**src/rtl/wishbone_master_if.sv**
```systemverilog
// Command/response streams and Wishbone initiator bus for wishbone_master.
// The master modport is the initiator's view; the slave modport is the
// environment's view (command source, response sink and Wishbone target).
interface wishbone_master_if;
  // Command stream
  logic        cmd_val;
  logic        cmd_rdy;
  logic        cmd_we;
  logic [31:0] cmd_adr;
  logic [31:0] cmd_dat;
  logic [3:0]  cmd_sel;
  // Response stream
  logic        resp_val;
  logic        resp_rdy;
  logic [31:0] resp_dat;
  logic        resp_err;
  // Wishbone classic initiator signals
  logic        wbm_cyc_o;
  logic        wbm_stb_o;
  logic        wbm_we_o;
  logic [3:0]  wbm_sel_o;
  logic [31:0] wbm_adr_o;
  logic [31:0] wbm_dat_o;
  logic [31:0] wbm_dat_i;
  logic        wbm_ack_i;

  modport master (
    input  cmd_val, cmd_we, cmd_adr, cmd_dat, cmd_sel,
    output cmd_rdy,
    output resp_val, resp_dat, resp_err,
    input  resp_rdy,
    output wbm_cyc_o, wbm_stb_o, wbm_we_o, wbm_sel_o, wbm_adr_o, wbm_dat_o,
    input  wbm_dat_i, wbm_ack_i
  );

  modport slave (
    output cmd_val, cmd_we, cmd_adr, cmd_dat, cmd_sel,
    input  cmd_rdy,
    input  resp_val, resp_dat, resp_err,
    output resp_rdy,
    input  wbm_cyc_o, wbm_stb_o, wbm_we_o, wbm_sel_o, wbm_adr_o, wbm_dat_o,
    output wbm_dat_i, wbm_ack_i
  );
endinterface

```
**src/rtl/wishbone_master.sv**
```systemverilog
// Wishbone classic-cycle initiator: one command in, one bus cycle out, one
// response back. A single transaction is outstanding at a time, and the ack
// wait is bounded by TIMEOUT cycles (0 = wait forever).
module wishbone_master #(
  parameter int unsigned TIMEOUT = 255
) (
`ifdef USE_POWER_PINS
  inout wire vccd1,
  inout wire vssd1,
`endif
  input logic           clk,
  input logic           reset,
  wishbone_master_if.master bus
);

  // With TIMEOUT = 0 the counter is unused for termination but still saturates.
  localparam int unsigned CW = (TIMEOUT > 0) ? $clog2(TIMEOUT + 1) : 1;
  localparam logic [CW-1:0] CNT_LAST = CW'((TIMEOUT > 0) ? TIMEOUT - 1 : 0);

  typedef enum logic [1:0] {
    S_IDLE,
    S_REQ,
    S_RESP
  } state_t;

  state_t        state_q, state_d;
  logic [CW-1:0] cnt_q,   cnt_d;
  logic          we_q,    we_d;
  logic [3:0]    sel_q,   sel_d;
  logic [31:0]   adr_q,   adr_d;
  logic [31:0]   dat_q,   dat_d;
  logic [31:0]   rdat_q,  rdat_d;
  logic          err_q,   err_d;

  // State, counter, bus-request and response registers.
  always_ff @(posedge clk or negedge reset) begin
    if (!reset) begin
      state_q <= S_IDLE;
      cnt_q   <= '0;
      we_q    <= 1'b0;
      sel_q   <= '0;
      adr_q   <= '0;
      dat_q   <= '0;
      rdat_q  <= '0;
      err_q   <= 1'b0;
    end else begin
      state_q <= state_d;
      cnt_q   <= cnt_d;
      we_q    <= we_d;
      sel_q   <= sel_d;
      adr_q   <= adr_d;
      dat_q   <= dat_d;
      rdat_q  <= rdat_d;
      err_q   <= err_d;
    end
  end

  // Next-state logic: accept in IDLE, wait for ack or timeout in REQ, hold in RESP.
  always_comb begin
    state_d = state_q;
    cnt_d   = cnt_q;
    we_d    = we_q;
    sel_d   = sel_q;
    adr_d   = adr_q;
    dat_d   = dat_q;
    rdat_d  = rdat_q;
    err_d   = err_q;
    unique case (state_q)
      S_IDLE: begin
        if (bus.cmd_val) begin
          state_d = S_REQ;
          we_d    = bus.cmd_we;
          sel_d   = bus.cmd_sel;
          adr_d   = bus.cmd_adr;
          dat_d   = bus.cmd_dat;
          cnt_d   = '0;
        end
      end
      S_REQ: begin
        // Ack is checked first so a coincident timeout still returns the data.
        if (bus.wbm_ack_i) begin
          state_d = S_RESP;
          rdat_d  = we_q ? '0 : bus.wbm_dat_i;
          err_d   = 1'b0;
        end else if ((TIMEOUT != 0) && (cnt_q == CNT_LAST)) begin
          state_d = S_RESP;
          rdat_d  = '0;
          err_d   = 1'b1;
        end else if (cnt_q != '1) begin
          cnt_d = cnt_q + CW'(1);
        end
      end
      S_RESP: begin
        if (bus.resp_rdy) begin
          state_d = S_IDLE;
        end
      end
      default: state_d = S_IDLE;
    endcase
  end

  assign bus.cmd_rdy   = reset && (state_q == S_IDLE);
  assign bus.wbm_cyc_o = (state_q == S_REQ);
  assign bus.wbm_stb_o = (state_q == S_REQ);
  assign bus.wbm_we_o  = we_q;
  assign bus.wbm_sel_o = sel_q;
  assign bus.wbm_adr_o = adr_q;
  assign bus.wbm_dat_o = dat_q;
  assign bus.resp_val  = (state_q == S_RESP);
  assign bus.resp_dat  = rdat_q;
  assign bus.resp_err  = err_q;

endmodule

```
**src/flat_wrapper.sv**
```systemverilog
// flat-port wrapper written by rule: the top's interface ports become plain ports
module wishbone_master_flat 
#(
  parameter int unsigned TIMEOUT = 255
)
  (clk, reset, bus_cmd_val, bus_cmd_we, bus_cmd_adr, bus_cmd_dat, bus_cmd_sel, bus_cmd_rdy, bus_resp_val, bus_resp_dat, bus_resp_err, bus_resp_rdy, bus_wbm_cyc_o, bus_wbm_stb_o, bus_wbm_we_o, bus_wbm_sel_o, bus_wbm_adr_o, bus_wbm_dat_o, bus_wbm_dat_i, bus_wbm_ack_i);
  wishbone_master_if bus_i ();
  input logic clk;
  input logic reset;
  input wire logic [$bits(bus_i.cmd_val)-1:0] bus_cmd_val;
  input wire logic [$bits(bus_i.cmd_we)-1:0] bus_cmd_we;
  input wire logic [$bits(bus_i.cmd_adr)-1:0] bus_cmd_adr;
  input wire logic [$bits(bus_i.cmd_dat)-1:0] bus_cmd_dat;
  input wire logic [$bits(bus_i.cmd_sel)-1:0] bus_cmd_sel;
  output wire logic [$bits(bus_i.cmd_rdy)-1:0] bus_cmd_rdy;
  output wire logic [$bits(bus_i.resp_val)-1:0] bus_resp_val;
  output wire logic [$bits(bus_i.resp_dat)-1:0] bus_resp_dat;
  output wire logic [$bits(bus_i.resp_err)-1:0] bus_resp_err;
  input wire logic [$bits(bus_i.resp_rdy)-1:0] bus_resp_rdy;
  output wire logic [$bits(bus_i.wbm_cyc_o)-1:0] bus_wbm_cyc_o;
  output wire logic [$bits(bus_i.wbm_stb_o)-1:0] bus_wbm_stb_o;
  output wire logic [$bits(bus_i.wbm_we_o)-1:0] bus_wbm_we_o;
  output wire logic [$bits(bus_i.wbm_sel_o)-1:0] bus_wbm_sel_o;
  output wire logic [$bits(bus_i.wbm_adr_o)-1:0] bus_wbm_adr_o;
  output wire logic [$bits(bus_i.wbm_dat_o)-1:0] bus_wbm_dat_o;
  input wire logic [$bits(bus_i.wbm_dat_i)-1:0] bus_wbm_dat_i;
  input wire logic [$bits(bus_i.wbm_ack_i)-1:0] bus_wbm_ack_i;
  assign bus_i.cmd_val = bus_cmd_val;
  assign bus_i.cmd_we = bus_cmd_we;
  assign bus_i.cmd_adr = bus_cmd_adr;
  assign bus_i.cmd_dat = bus_cmd_dat;
  assign bus_i.cmd_sel = bus_cmd_sel;
  assign bus_cmd_rdy = bus_i.cmd_rdy;
  assign bus_resp_val = bus_i.resp_val;
  assign bus_resp_dat = bus_i.resp_dat;
  assign bus_resp_err = bus_i.resp_err;
  assign bus_i.resp_rdy = bus_resp_rdy;
  assign bus_wbm_cyc_o = bus_i.wbm_cyc_o;
  assign bus_wbm_stb_o = bus_i.wbm_stb_o;
  assign bus_wbm_we_o = bus_i.wbm_we_o;
  assign bus_wbm_sel_o = bus_i.wbm_sel_o;
  assign bus_wbm_adr_o = bus_i.wbm_adr_o;
  assign bus_wbm_dat_o = bus_i.wbm_dat_o;
  assign bus_i.wbm_dat_i = bus_wbm_dat_i;
  assign bus_i.wbm_ack_i = bus_wbm_ack_i;
  wishbone_master #(.TIMEOUT(TIMEOUT)) u_core (.clk(clk), .reset(reset), .bus(bus_i));
endmodule
```
**config.mk**
```make
export PLATFORM = sky130hd
export DESIGN_NAME = wishbone_master_flat
export DESIGN_NICKNAME = d
export VERILOG_FILES = /design/src/rtl/wishbone_master_if.sv /design/src/rtl/wishbone_master.sv /design/src/flat_wrapper.sv
export SDC_FILE = /design/constraint.sdc
export NUM_CORES = 1
export LEC_CHECK = 0
export BUFFER_PORTS_ARGS = -buffer_cell sky130_fd_sc_hd__buf_2
export CAP_MARGIN = 20
export CORE_ASPECT_RATIO = 0.75
export CORE_MARGIN = 2
export CORE_UTILIZATION = 47
export CTS_BUF_LIST = sky130_fd_sc_hd__clkbuf_8
export CTS_CLUSTER_SIZE = 14
export DETAILED_ROUTE_END_ITERATION = 7
export HOLD_SLACK_MARGIN = 0.15
export PLACE_DENSITY = 0.89
export SLEW_MARGIN = 20
export SYNTH_ARGS = -nofsm -noshare
export SYNTH_HDL_FRONTEND = slang
export SYNTH_SLANG_ARGS = --single-unit
```
**constraint.sdc**
```tcl
create_clock -name clk -period 2.25 [get_ports clk]
set_clock_uncertainty 0.2 [all_clocks]
set_input_delay 0.3375 -clock clk [delete_from_list [all_inputs] [get_ports clk]]
set_output_delay 0.3375 -clock clk [all_outputs]
set_load 0.005 [all_outputs]
```
# Yosys cells after proc, flatten, opt, wreduce, memory -nomap -nowiden
# Cells that the tools add are included.
# word_totals
register_bits	112
out_inout_bits	106
wordCells	42
# op_classes
n_reduce_logical	8
addsub	1
n_eq_ne	10
muxes	15
# ops
cell	count
32-bit two-way mux	3
8-bit two-way mux	4
8-bit one-hot mux with 2 select lines	1
8-bit by 1-bit adder with 8-bit output (second input constant)	1
8-bit == test (second input constant)	1
2-bit two-way mux	4
8-bit inequality test (second input constant)	1
2-bit inequality test (second input constant)	3
2-bit one-hot mux with 3 select lines	1
5-bit AND reduction	1
2-bit by 1-bit inequality test with 1-bit output (second input constant)	2
2-bit AND reduction	2
2-bit nonzero test	2
3-bit by 1-bit inequality test with 1-bit output (second input constant)	1
3-bit AND reduction	1
2-bit by 1-bit == test with 1-bit output (second input constant)	1
2-bit == test (second input constant)	1
2-bit logical NOT	1
1-bit two-way mux	2
1-bit logical AND	1

# Longest topological paths before layout
# logic_depth
word_depth	5
ltp_mapped	7
mapped_depth_nobuf	6

# Worst setup path after synthesis
# No wires, ideal clock.
# synth_path
kind	reg2reg
startpoint	register u_core.cnt_q[0]
endpoint	register u_core.cnt_q[6]
arrival_ns	1.614
path_stages_with_launch	6
synth_period_minus_slack_ns	1.880
setup_slack_ns	0.370
path_buffers	0
setup_ns	0.066
cell_sequence	dfrtp_1 > ha_1 > o211ai_1 > o21ai_2 > or4_1 > nand2_1
# synth_between
elab_chain_len	5
elab_cells_between_ends	10
# synth_lines
item	line_no	rtl
start, declared	wishbone_master.sv:27	logic [CW-1:0] cnt_q, cnt_d;
start signal, assigned	wishbone_master.sv:48	cnt_q <= cnt_d;
8-bit by 1-bit adder with 8-bit output	wishbone_master.sv:90	cnt_d = cnt_q + CW'(1);
8-bit two-way mux	wishbone_master.sv:89	end else if (cnt_q != '1) begin
8-bit two-way mux	wishbone_master.sv:85	end else if ((TIMEOUT != 0) && (cnt_q == CNT_LAST)) begin
8-bit two-way mux	wishbone_master.sv:81	if (bus.wbm_ack_i) begin
8-bit one-hot mux with 2 select lines	wishbone_master.sv:68	unique case (state_q)
# Several ways; a longest one is shown, not always the timed one. The select of a mux whose other input is x is not followed.
# A chain may end at the register's enable or synchronous reset.

# Worst setup path in the final report
# Same ends and word-level chain as after synthesis.

==> impl_metrics.ini <==
[status]
outcome = finished, final reports clean

[sta]
holdWs_ps = 309
min_period_over_period_pct = 93.7
worstMarginPinSlew_ps = 726
setup_tns_ps = 0
drv_slew = 0
slew_headroom_pct = 51.5
grt_setup_unrepaired = false
final-setup-viol-count = 0
fmax_mhz = 474
period_needed_ps = 2110
report.final.hold_viol_count = 0
setup_ws_ps = 141

[logic_synthesis]
synth-compound-area-share_pct = 10.2
synthArstFlopShare_pct = 100
synthFlopType = dfrtp_1
synthTopCellsByArea = dfrtp_1, mux2_2, a22o_1, buf_2, o21ai_0
ys_ff_latch = 112
syn_inst = 284
synth-adder-area-share_pct = 0.577
netlist_area_um2 = 4340
yosysTopAreaCell = dfrtp_1
yosysSeqAreaShare_pct = 64.6
ys_warn_count = 0
synth_fp_nets = 392
muxShareOfSynthArea_pct = 17.9
synth_edf_count = 0
yosys.area_share.simple_pct = 4.12
synth.avg_cell_area_um2 = 15.3
synth_xor_area_share_pct = 0
synth_top_family_by_area = multiplexers
synth_common_cells = dfrtp_1, mux2_2, a22o_1
yosysMostFrequentCell = dfrtp_1
synth.distinct_cells = 32
yosys.area.top_type_share_pct = 64.6

[placement]
numPortBuffers = 211
gp_congestion = 0.921
pre_cts_ws_ps = 198
dp_hpwl_um = 7780

[pwr]
combPwrFrac_pct = 39.5
pwr-share-clk_pct = 16.1
peakVddDrop_mv = 0.908
power-per-cell-area_nw_per_um2 = 1180
intPower_mw = 5.31
switchingPower_mw = 2.67
swShare_pct = 33.4
p_seq_share_pct = 44.4
leakage_nw = 3.35

[grt]
grt_usage_pct = 27.3
grt_pass1_vias = 4132
antenna_found_initial = 1
grt_max_degree = 113
grt_pass1_wl_um = 20700
gr-total-overflow = 0

[die]
fp.dieH_um = 87.2
start_util_pct = 48.2
design.die.area_um2 = 10000
dieWidth_um = 115
core_area_um2 = 9010
rows = 30
boundaryPins = 212

[clock_tree]
path_clk_slew_ps = 100
worstSkewPairLatency_ps = 380
htreeDepth = 3
postCtsSetupRepairBufs = 0
cts_sinks = 112
cts_buffer_depth = 2
cts_buffers = 9
clockRootBuffer = clkbuf_8
cts_resized = 0
postCtsHoldBufs = 105
cts_tree = done

[detailed_routing]
wl_per_cell_um = 19.0
detail_route.first_pass.iterations = 4
postRouteAntennaNets = 0
dr.first_iter.drc_count = 149
wl_um = 13700
vias_per_cell = 5.28
vias = 3789
drc = 0

[critical_path]
cp-start-kind = register
worst_r2r_path_depth = 6
r2r_slack_ps = 140
cp.arrival_ps = 2230
worstPathRequired_ps = 2370
endpoint_kind = register
worst-path-max-fanout = 6
critPathKind = register to register

[flow_run]
timing.max_cap.violations = 0

[final_layout]
nFillCells = 529
final_nets = 708
area_growth_pct = 56.3
drive_above_1_share_pct = 51.2

[hold_path]
hold_class = register to register
min_path_cells = 1
layer usage:
| layer | share of wire, % | routed length, um | GRT usage, % |
|---|---|---|---|
| met1 | 38 | 5200 | 30.9 |
| met3 | 7.3 | 1000 | 8.35 |
| met2 | 52 | 7050 | 48.2 |
| met4 | 3.1 | 424 | 11.8 |
| met5 | 0 | 0 | 0 |
layout by cell type (no fill, tap or decap), types with 2 or more instances in the layout:
| master | count |
|---|---|
| buf_2 | 210 |
| dfrtp_1 | 112 |
| dlygate4sd3_1 | 105 |
| mux2_2 | 69 |
| a22o_1 | 32 |
| clkbuf_8 | 11 |
| o21ai_0 | 9 |
| nand2_1 | 6 |
| nand3_1 | 4 |
| nand2b_1 | 3 |
| nor2_1 | 3 |
| o31ai_1 | 3 |
| a21oi_1 | 3 |
| buf_4 | 3 |
| buf_12 | 3 |
| inv_1 | 2 |
| o21ai_2 | 2 |
| and3_1 | 2 |
| a31oi_1 | 2 |
| ha_1 | 2 |
| inv_6 | 2 |
state kept, by name, summed over array words and instances (netlist names):
register	cells
u_core.cnt_q	8
u_core.bus.wbm_adr_o	32
u_core.bus.wbm_we_o	1
u_core.bus.resp_dat	32
u_core.bus.wbm_sel_o	4
u_core.bus.resp_err	1
u_core.state_q	2
u_core.bus.wbm_dat_o	32
stage by stage:
stage          cells  total power [mW]  instance area, um2  utilization, %
2_1_floorplan    284              4.97                4340               -
3_3_place_gp     596              6.20                5520            61.3
3_5_place_dp     596              6.39                5520            61.3
4_1_cts          717              7.83                6780            75.3
5_1_grt          718              8.39                6780            75.3
6_report         718              7.98                6780            75.3
logic make-up after synthesis:
| group | after synthesis |
|---|---|
| simple gates | 27 |
| buf+inv | 19 |
| fa+ha+maj | 2 |
| flops | 112 |
| mux | 69 |
| compound gates | 55 |
critical path, stage by stage (launching register included):
cell,delay (ps)
dfrtp_1,450
inv_1,70
ha_1,220
o211ai_1,370
o21ai_2,160
or4_1,490
nand2_1,80
cell type report:
| type | instances | area, um2 | share of cell area, % |
|---|---|---|---|
| timing repair buffer | 321 | 2180 | 32.2 |
| multi-input combinational | 153 | 1430 | 21.1 |
| sequential | 112 | 2800 | 41.3 |
| antenna | 1 | 2.50 | 0.0369 |
| inverter | 3 | 11.3 | 0.166 |
| clock inverter | 5 | 61.3 | 0.904 |
| tap | 112 | 140 | 2.07 |
| clock buffer | 11 | 151 | 2.23 |
power by group through the flow:
stage,Sequential (mW),Combinational [mW],Clock [mW]
2_1_floorplan,3.52,1.46,0
3_3_place_gp,3.41,2.78,0
3_5_place_dp,3.47,2.92,0
4_1_cts,3.45,3.07,1.31
5_1_grt,3.62,3.37,1.40
6_report,3.54,3.15,1.28
final timing paths:
path / start / end
setup reg to reg: u_core.cnt_q[0]$_DFFE_PN0P_ / u_core.cnt_q[6]$_DFFE_PN0P_
min in group asynchronous: reset / u_core.bus.resp_dat[1]$_DFFE_PN0P_
hold reg to reg: u_core.bus.resp_dat[20]$_DFFE_PN0P_ / u_core.bus.resp_dat[20]$_DFFE_PN0P_
max in group asynchronous: reset / u_core.cnt_q[6]$_DFFE_PN0P_
setup / recovery: u_core.cnt_q[0]$_DFFE_PN0P_ / u_core.cnt_q[6]$_DFFE_PN0P_
hold / removal: u_core.bus.resp_dat[20]$_DFFE_PN0P_ / u_core.bus.resp_dat[20]$_DFFE_PN0P_
No activity file was read; power rests on OpenSTA's default activity.
